## src/rtl/clk_div_prog.sv

```systemverilog
// Runtime-programmable 50% duty clock divider with glitch-free divisor change.
// Optional CLK_DIV_SYNC_PULSE_EN adds rise_stb, a clk-domain pulse per rising edge.
module clk_div_prog #(
  parameter int WIDTH       = 8,
  parameter int DEFAULT_DIV = 7
) (
  input  logic             clk,
  input  logic             reset,
  input  logic             en,
  input  logic [WIDTH-1:0] div_val,
  input  logic             div_load,
  output logic             div_busy,
  output logic             div_err,
  output logic [WIDTH-1:0] cur_div,
  output logic             active,
  output logic             clk_out
`ifdef CLK_DIV_SYNC_PULSE_EN
  ,
  output logic             rise_stb
`endif
);

  if (DEFAULT_DIV < 2 || DEFAULT_DIV > (2**WIDTH) - 1) begin : g_bad_div
    $error("clk_div_prog: DEFAULT_DIV out of range 2..2^WIDTH-1");
  end

  logic [WIDTH-1:0] cnt;
  logic [WIDTH-1:0] cnt_nxt;
  logic [WIDTH-1:0] pend;
  logic [WIDTH-1:0] half;
  logic [WIDTH-1:0] last;
  logic             pos_hi;
  logic             neg_hi;
  logic             hi_nxt;
  logic             boundary;
  logic             load_ok;
  logic             load_bad;
  logic             apply;

  assign half     = cur_div >> 1;
  assign last     = cur_div - WIDTH'(1);
  assign boundary = active && (cnt == last);
  assign load_ok  = div_load && (div_val >= WIDTH'(2));
  assign load_bad = div_load && (div_val <  WIDTH'(2));
  assign apply    = div_busy && (boundary || !active);

  // next count and next high-phase flag, both zero while parked or wrapping
  always_comb begin
    cnt_nxt = '0;
    hi_nxt  = 1'b0;
    if (active && !boundary) begin
      cnt_nxt = cnt + WIDTH'(1);
    end
    if (active) begin
      if (cur_div[0]) begin
        hi_nxt = (cnt_nxt > half);
      end else begin
        hi_nxt = (cnt_nxt >= half);
      end
    end
  end

  // period counter, run state and divisor bookkeeping
  always_ff @(posedge clk) begin
    if (reset) begin
      cnt      <= '0;
      pos_hi   <= 1'b0;
      cur_div  <= WIDTH'(DEFAULT_DIV);
      pend     <= '0;
      div_busy <= 1'b0;
      div_err  <= 1'b0;
      active   <= 1'b0;
    end else begin
      cnt     <= cnt_nxt;
      pos_hi  <= hi_nxt;
      div_err <= load_bad;
      if (!active || boundary) begin
        active <= en;
      end
      if (apply) begin
        cur_div <= pend;
      end
      if (load_ok) begin
        pend     <= div_val;
        div_busy <= 1'b1;
      end else if (apply) begin
        div_busy <= 1'b0;
      end
    end
  end

  // half-cycle extension of the high phase for odd divisors
  always_ff @(negedge clk) begin
    if (reset) begin
      neg_hi <= 1'b0;
    end else begin
      neg_hi <= cur_div[0] & pos_hi;
    end
  end

  assign clk_out = pos_hi | neg_hi;

`ifdef CLK_DIV_SYNC_PULSE_EN
  // one-cycle strobe on the edge where the high phase starts
  always_ff @(posedge clk) begin
    if (reset) begin
      rise_stb <= 1'b0;
    end else begin
      rise_stb <= hi_nxt & ~pos_hi;
    end
  end
`endif

endmodule

```

## config.mk

```make
export PLATFORM = sky130hd
export DESIGN_NAME = clk_div_prog
export DESIGN_NICKNAME = d
export VERILOG_FILES = /design/src/rtl/clk_div_prog.sv
export SDC_FILE = /design/constraint.sdc
export NUM_CORES = 1
export LEC_CHECK = 0
export ABC_CLOCK_PERIOD_IN_PS = 6600
export CORE_MARGIN = 5
export CORE_UTILIZATION = 30
export DETAILED_ROUTE_END_ITERATION = 10
export GPL_TIMING_DRIVEN = 1
export REMOVE_ABC_BUFFERS = 1
export SLEW_MARGIN = 0
export SYNTH_ARGS = -nofsm -noshare
export SYNTH_HDL_FRONTEND = slang
export SYNTH_SLANG_ARGS = --single-unit
```

## constraint.sdc

```tcl
create_clock -name clk -period 6.6 [get_ports clk]
set_clock_uncertainty 0.2 [all_clocks]
set_input_delay 1.32 -clock clk [delete_from_list [all_inputs] [get_ports clk]]
set_output_delay 1.32 -clock clk [all_outputs]
set_load 0.005 [all_outputs]
```

=== Yosys cells after proc, flatten, opt, wreduce, memory -nomap -nowiden ===
Index checks and enable logic that the tools add are counted.

* Latch bits: 0
* Memories: 0
* Output and inout bits: 12
* Flip-flop bits (word level): 29
* RAM bits: 0
* Bits in read-only memories: 0

* Bitwise gates (word level): 3
* Multiply operators: 0
* Magnitude comparators: 4
* Shift operators: 0
* Multiplexer cells: 4
* Div/mod/pow operators: 0
* Reductions and logical operators: 10
* Eq/ne operators: 1
* Add/sub/neg operators: 2

{| class="wikitable"
|+ Operators by type and width
! cell !! number
|-
| adder 8 x 1 -> 8 bit, second input constant || 1
|-
| == test 8 bit || 1
|-
| greater-or-equal comparator 8 x 2 -> 1 bit, second input constant || 1
|-
| greater-or-equal comparator 8 x 7 -> 1 bit || 1
|-
| greater-than comparator 8 x 7 -> 1 bit || 1
|-
| less-than comparator 8 x 2 -> 1 bit, second input constant || 1
|-
| 2-to-1 mux 8 bit || 1
|-
| subtractor 8 x 1 -> 8 bit, second input constant || 1
|-
| logical AND 1 bit || 5
|-
| 2-to-1 mux 1 bit || 3
|-
| zero test 1 bit || 2
|-
| nonzero test 2 bit || 1
|-
| OR reduction 2 bit || 1
|-
| bitwise AND 1 bit || 1
|-
| logical OR 1 bit || 1
|-
| inverter 1 bit || 1
|-
| bitwise OR 1 bit || 1
|}

=== Longest topological paths before layout ===
* Depth in word-level cells: 8
* Depth in mapped cells: 17
* Depth with buffers taken out: 14

==> reports/summary.log <==
qor: setup_path.critPathLaunchType register
qor: global_routing.globalRouteTotalUtil 0.105
qor: die.boundaryPins 24
qor: setup_path.cp.arrival 4.62 ns
qor: setup_path.critPathKind register to primary output
qor: synth.synthMuxAreaShare 0.0548
qor: synth.syn_area_per_cell 8.61 um2
qor: die.initial_utilization 0.304
qor: detailed_routing.post_drt_via_cell_ratio 4.53
qor: timing.final_max_slew_viol_count 0
qor: cts.h-tree-depth 2
qor: placement.place.detailed.instances 277
qor: synth.synth.yosys.seq_area_share 0.353
qor: placement.place_hpwl 2.57 mm
qor: synth.ys_warn_count 0
qor: setup_path.endpoint clk_out
qor: pwr.p_int 0.335 mW
qor: pwr.power_density 215 nW/um2
qor: final_layout.finalNonFillerCells 285
qor: detailed_routing.antenna_viol_nets_final 0
qor: setup_path.timing.critical_path.cells or2_2, clkdlybuf4s50_1
qor: outcome.outcome complete, no violations
qor: pwr.vdd_drop_max 0.000158 V
qor: cts.tritoncts yes
qor: placement.finalWeightedCongestion 0.775
qor: setup_path.crit-reg2reg-launch cur_div[0]
qor: cts.clkTransAtPathRegs 0.06 ns
qor: synth.complex_gate_fraction_of_the_synthesized_area 0.139
qor: synth.share_of_synthesized_cell_area_in_and_or_nand_and_nor_gates 0.239
qor: synth.post_synth_xor_area_fraction 0.0852
qor: pwr.p_clk_frac 0.437
qor: synth.synth.cell_area 1640 um2
qor: detailed_routing.route.detailed.wl_per_inst 12.0 um
qor: timing.rsz0062_at_grt false
qor: final_layout.fillCellCount 577
qor: cts.post_cts_resized 0
qor: die.placement_rows 27
qor: final_layout.area_delta_synth_final 24.1%
qor: global_routing.grt_overflow 0
qor: pwr.cellLeakagePower 0.859 nW
qor: global_routing.first_global_vias 1259
qor: cts.cts_buffers 5
qor: job.maxCapViolCount 0
qor: cts.clk_root_buffer_cell sky130_fd_sc_hd__clkbuf_8
qor: synth.synth_cell_types 41
qor: cts.numClockSinks 29
qor: detailed_routing.drt-total-wl 3.41 mm
qor: final_layout.final-seq-area 581 um2
qor: final_layout.final_layout_size_suffix_gt1_frac 0.0704
qor: cts.clk_path_buf_depth 2
qor: setup_path.r2r-end neg_hi
qor: global_routing.number_of_antenna_violations_at_the_first_check_in_global_routing 0
qor: synth.synth-edff-count 0
qor: setup_path.cp_slowest_cell sky130_fd_sc_hd__clkdlybuf4s50_1
qor: die.die_h 84.0 um
qor: detailed_routing.drt_drc_violations_left 0
qor: detailed_routing.drtIter0Drc 65
qor: timing.setup_violations 0
qor: timing.max_slew.worst_pin.slew 0.435 ns
qor: detailed_routing.dr.pass1.iters 5
qor: setup_path.rr_worst_depth 2
qor: setup_path.max_stage_delay_on_crit_path 0.44 ns
qor: setup_path.crit_required 5.08 ns
qor: cts.cts_hold_buf 0
qor: pwr.p_seq_frac 0.438
qor: pwr.power_switching 0.104 mW
qor: global_routing.grt_pass1_wl 5.91 mm
qor: timing.finalHoldViolations 0
qor: hold_path.hold_path_class register to register
qor: placement.io_buffers 23
qor: die.fp.coreArea 5410 um2
qor: setup_path.critical_path.startpoint neg_hi
qor: die.dieArea 7060 um2
qor: synth.post_synth_inst_count 191
qor: cts.cts_setup_buffers 0
qor: synth.ys_dominant_reg_cell sky130_fd_sc_hd__dfxtp_1
qor: timing.maxSlewHeadroom 0.710
qor: synth.synth_fa_ha_area_frac 0.0685
qor: pwr.swShare 0.237
qor: synth.largest_family_of_logic_cells_by_synthesized_area simple AND/OR/NAND/NOR gates
qor: setup_path.worst_setup_path_end_kind primary output
qor: global_routing.largest_net_degree_at_the_start_of_global_routing 31
qor: synth.synth_async_sr_flop_share 0
qor: timing.final.setup.tns 0 ns
qor: pwr.combPwrFrac 0.125
qor: final_layout.antennaDiodeCount 0
qor: cts.worstSkewPairLatency 0.28 ns
qor: detailed_routing.detailroute.via_count 1291
qor: final_layout.finish.net_count 233
qor: setup_path.critical_path_peak_fanout 1
qor: final_layout.multiInputGateArea 963 um2
qor: synth.synthesis_stage_register_bit_count 29
qor: die.floorplan.die.width 84.0 um
qor: setup_path.reg2reg_setup_slack 2.34 ns
[cell usage in the layout (no fill, tap or decap), types with 3 or more instances in the layout]
cell                              instances
sky130_fd_sc_hd__a21o_1                   3
sky130_fd_sc_hd__a21oi_1                  8
sky130_fd_sc_hd__clkbuf_8                 6
sky130_fd_sc_hd__clkdlybuf4s50_1         23
sky130_fd_sc_hd__dfxtp_1                 29
sky130_fd_sc_hd__ha_1                     9
sky130_fd_sc_hd__inv_1                   12
sky130_fd_sc_hd__mux2i_1                  9
sky130_fd_sc_hd__nand2_1                 14
sky130_fd_sc_hd__nand2b_1                15
sky130_fd_sc_hd__nand3_1                  7
sky130_fd_sc_hd__nor2_1                  27
sky130_fd_sc_hd__xnor2_1                  6
sky130_fd_sc_hd__xor2_1                  10
[power groups by stage]
| stage | registers, mW | clock network [mW] | logic, mW |
|---|---|---|---|
| 6_report | 0.192 | 0.192 | 0.0550 |
| 5_1_grt | 0.194 | 0.207 | 0.0621 |
| 4_1_cts | 0.193 | 0.197 | 0.0561 |
| 3_5_place_dp | 0.197 | 0.00190 | 0.0560 |
| 3_3_place_gp | 0.196 | 0.00190 | 0.0553 |
| 2_1_floorplan | 0.193 | 0.00190 | 0.0328 |
[area by class of cell]
type / count / area share
Multi-Input combinational cell: 139 / 0.472
Timing Repair Buffer: 24 / 0.116
Clock inverter: 3 / 0.0202
Inverter: 12 / 0.0221
Tap cell: 72 / 0.0441
Sequential cell: 29 / 0.284
Clock buffer: 6 / 0.0405
[registers in the layout, summed over array words and instances, names as in the netlist]
| name | count |
|---|---|
| cnt | 8 |
| cur_div | 8 |
| pend | 8 |
| active | 1 |
| div_busy | 1 |
| div_err | 1 |
| neg_hi | 1 |
| pos_hi | 1 |
[critical path, delay by kind of cell (launching register included)]
kind / cells / cell delay [ns]
buffers and inverters: 1 / 0.44
flip-flops: 1 / 0.28
AND/OR/NAND/NOR: 1 / 0.26
[worst min-delay path by stage]
stage / slack, ns / endpoint / depth (start not counted) / startpoint
after global routing: 0.28 / pend[6] / 2 / pend[6]
after floorplan: 0.23 / pend[1] / 2 / pend[1]
after detailed placement: 0.25 / pend[4] / 2 / pend[4]
final: 0.26 / pend[1] / 2 / pend[1]
after global placement: 0.25 / pend[3] / 2 / pend[3]
after CTS: 0.26 / pend[4] / 2 / pend[4]
[cell usage after synthesis, drive strengths merged (3+ instances only)]
master	number	area [um2]
ha	9	113
xnor2	6	52.6
xor2	10	87.6
nand3	7	35.0
buf	6	36.3
nand2b	15	93.8
mux2i	9	90.1
clkbuf	4	15.0
a21oi	8	40.0
a21o	3	22.5
nor2	27	101
nand2	14	52.6
dfxtp	29	581
o21ai	3	26.3
inv	12	45.0
[stage by stage]
stage | area (um2) | util | setup WS (ns) | hold WS [ns] | power [mW]
3_3_place_gp | 1920 | 0.355 | 0.786 | 0.245 | 0.254
2_1_floorplan | 1590 | - | 1.24 | 0.231 | 0.228
5_1_grt | 2040 | 0.378 | 0.418 | 0.280 | 0.463
3_5_place_dp | 1920 | 0.355 | 0.786 | 0.251 | 0.254
4_1_cts | 2040 | 0.378 | 0.439 | 0.260 | 0.446
6_report | 2040 | 0.378 | 0.463 | 0.257 | 0.439
[per-layer routing]
metal | vias up | wire length (um) | track usage
met1 | 575 | 1760 | 0.143
met4 | 0 | 49 | 0.0351
met2 | 25 | 1430 | 0.155
li1 | 686 | - | -
met5 | - | 0 | 0
met3 | 5 | 159 | 0.0346
[logic make-up (layout without fill, tap and decap cells)]
logic type	after synthesis	after routing
fa+ha+maj	9	9
simple gates	78	78
flops	29	29
mux	9	9
buf+inv	23	45
compound gates	27	27
xor+xnor	16	16
Power figures use the tool's default switching activity.
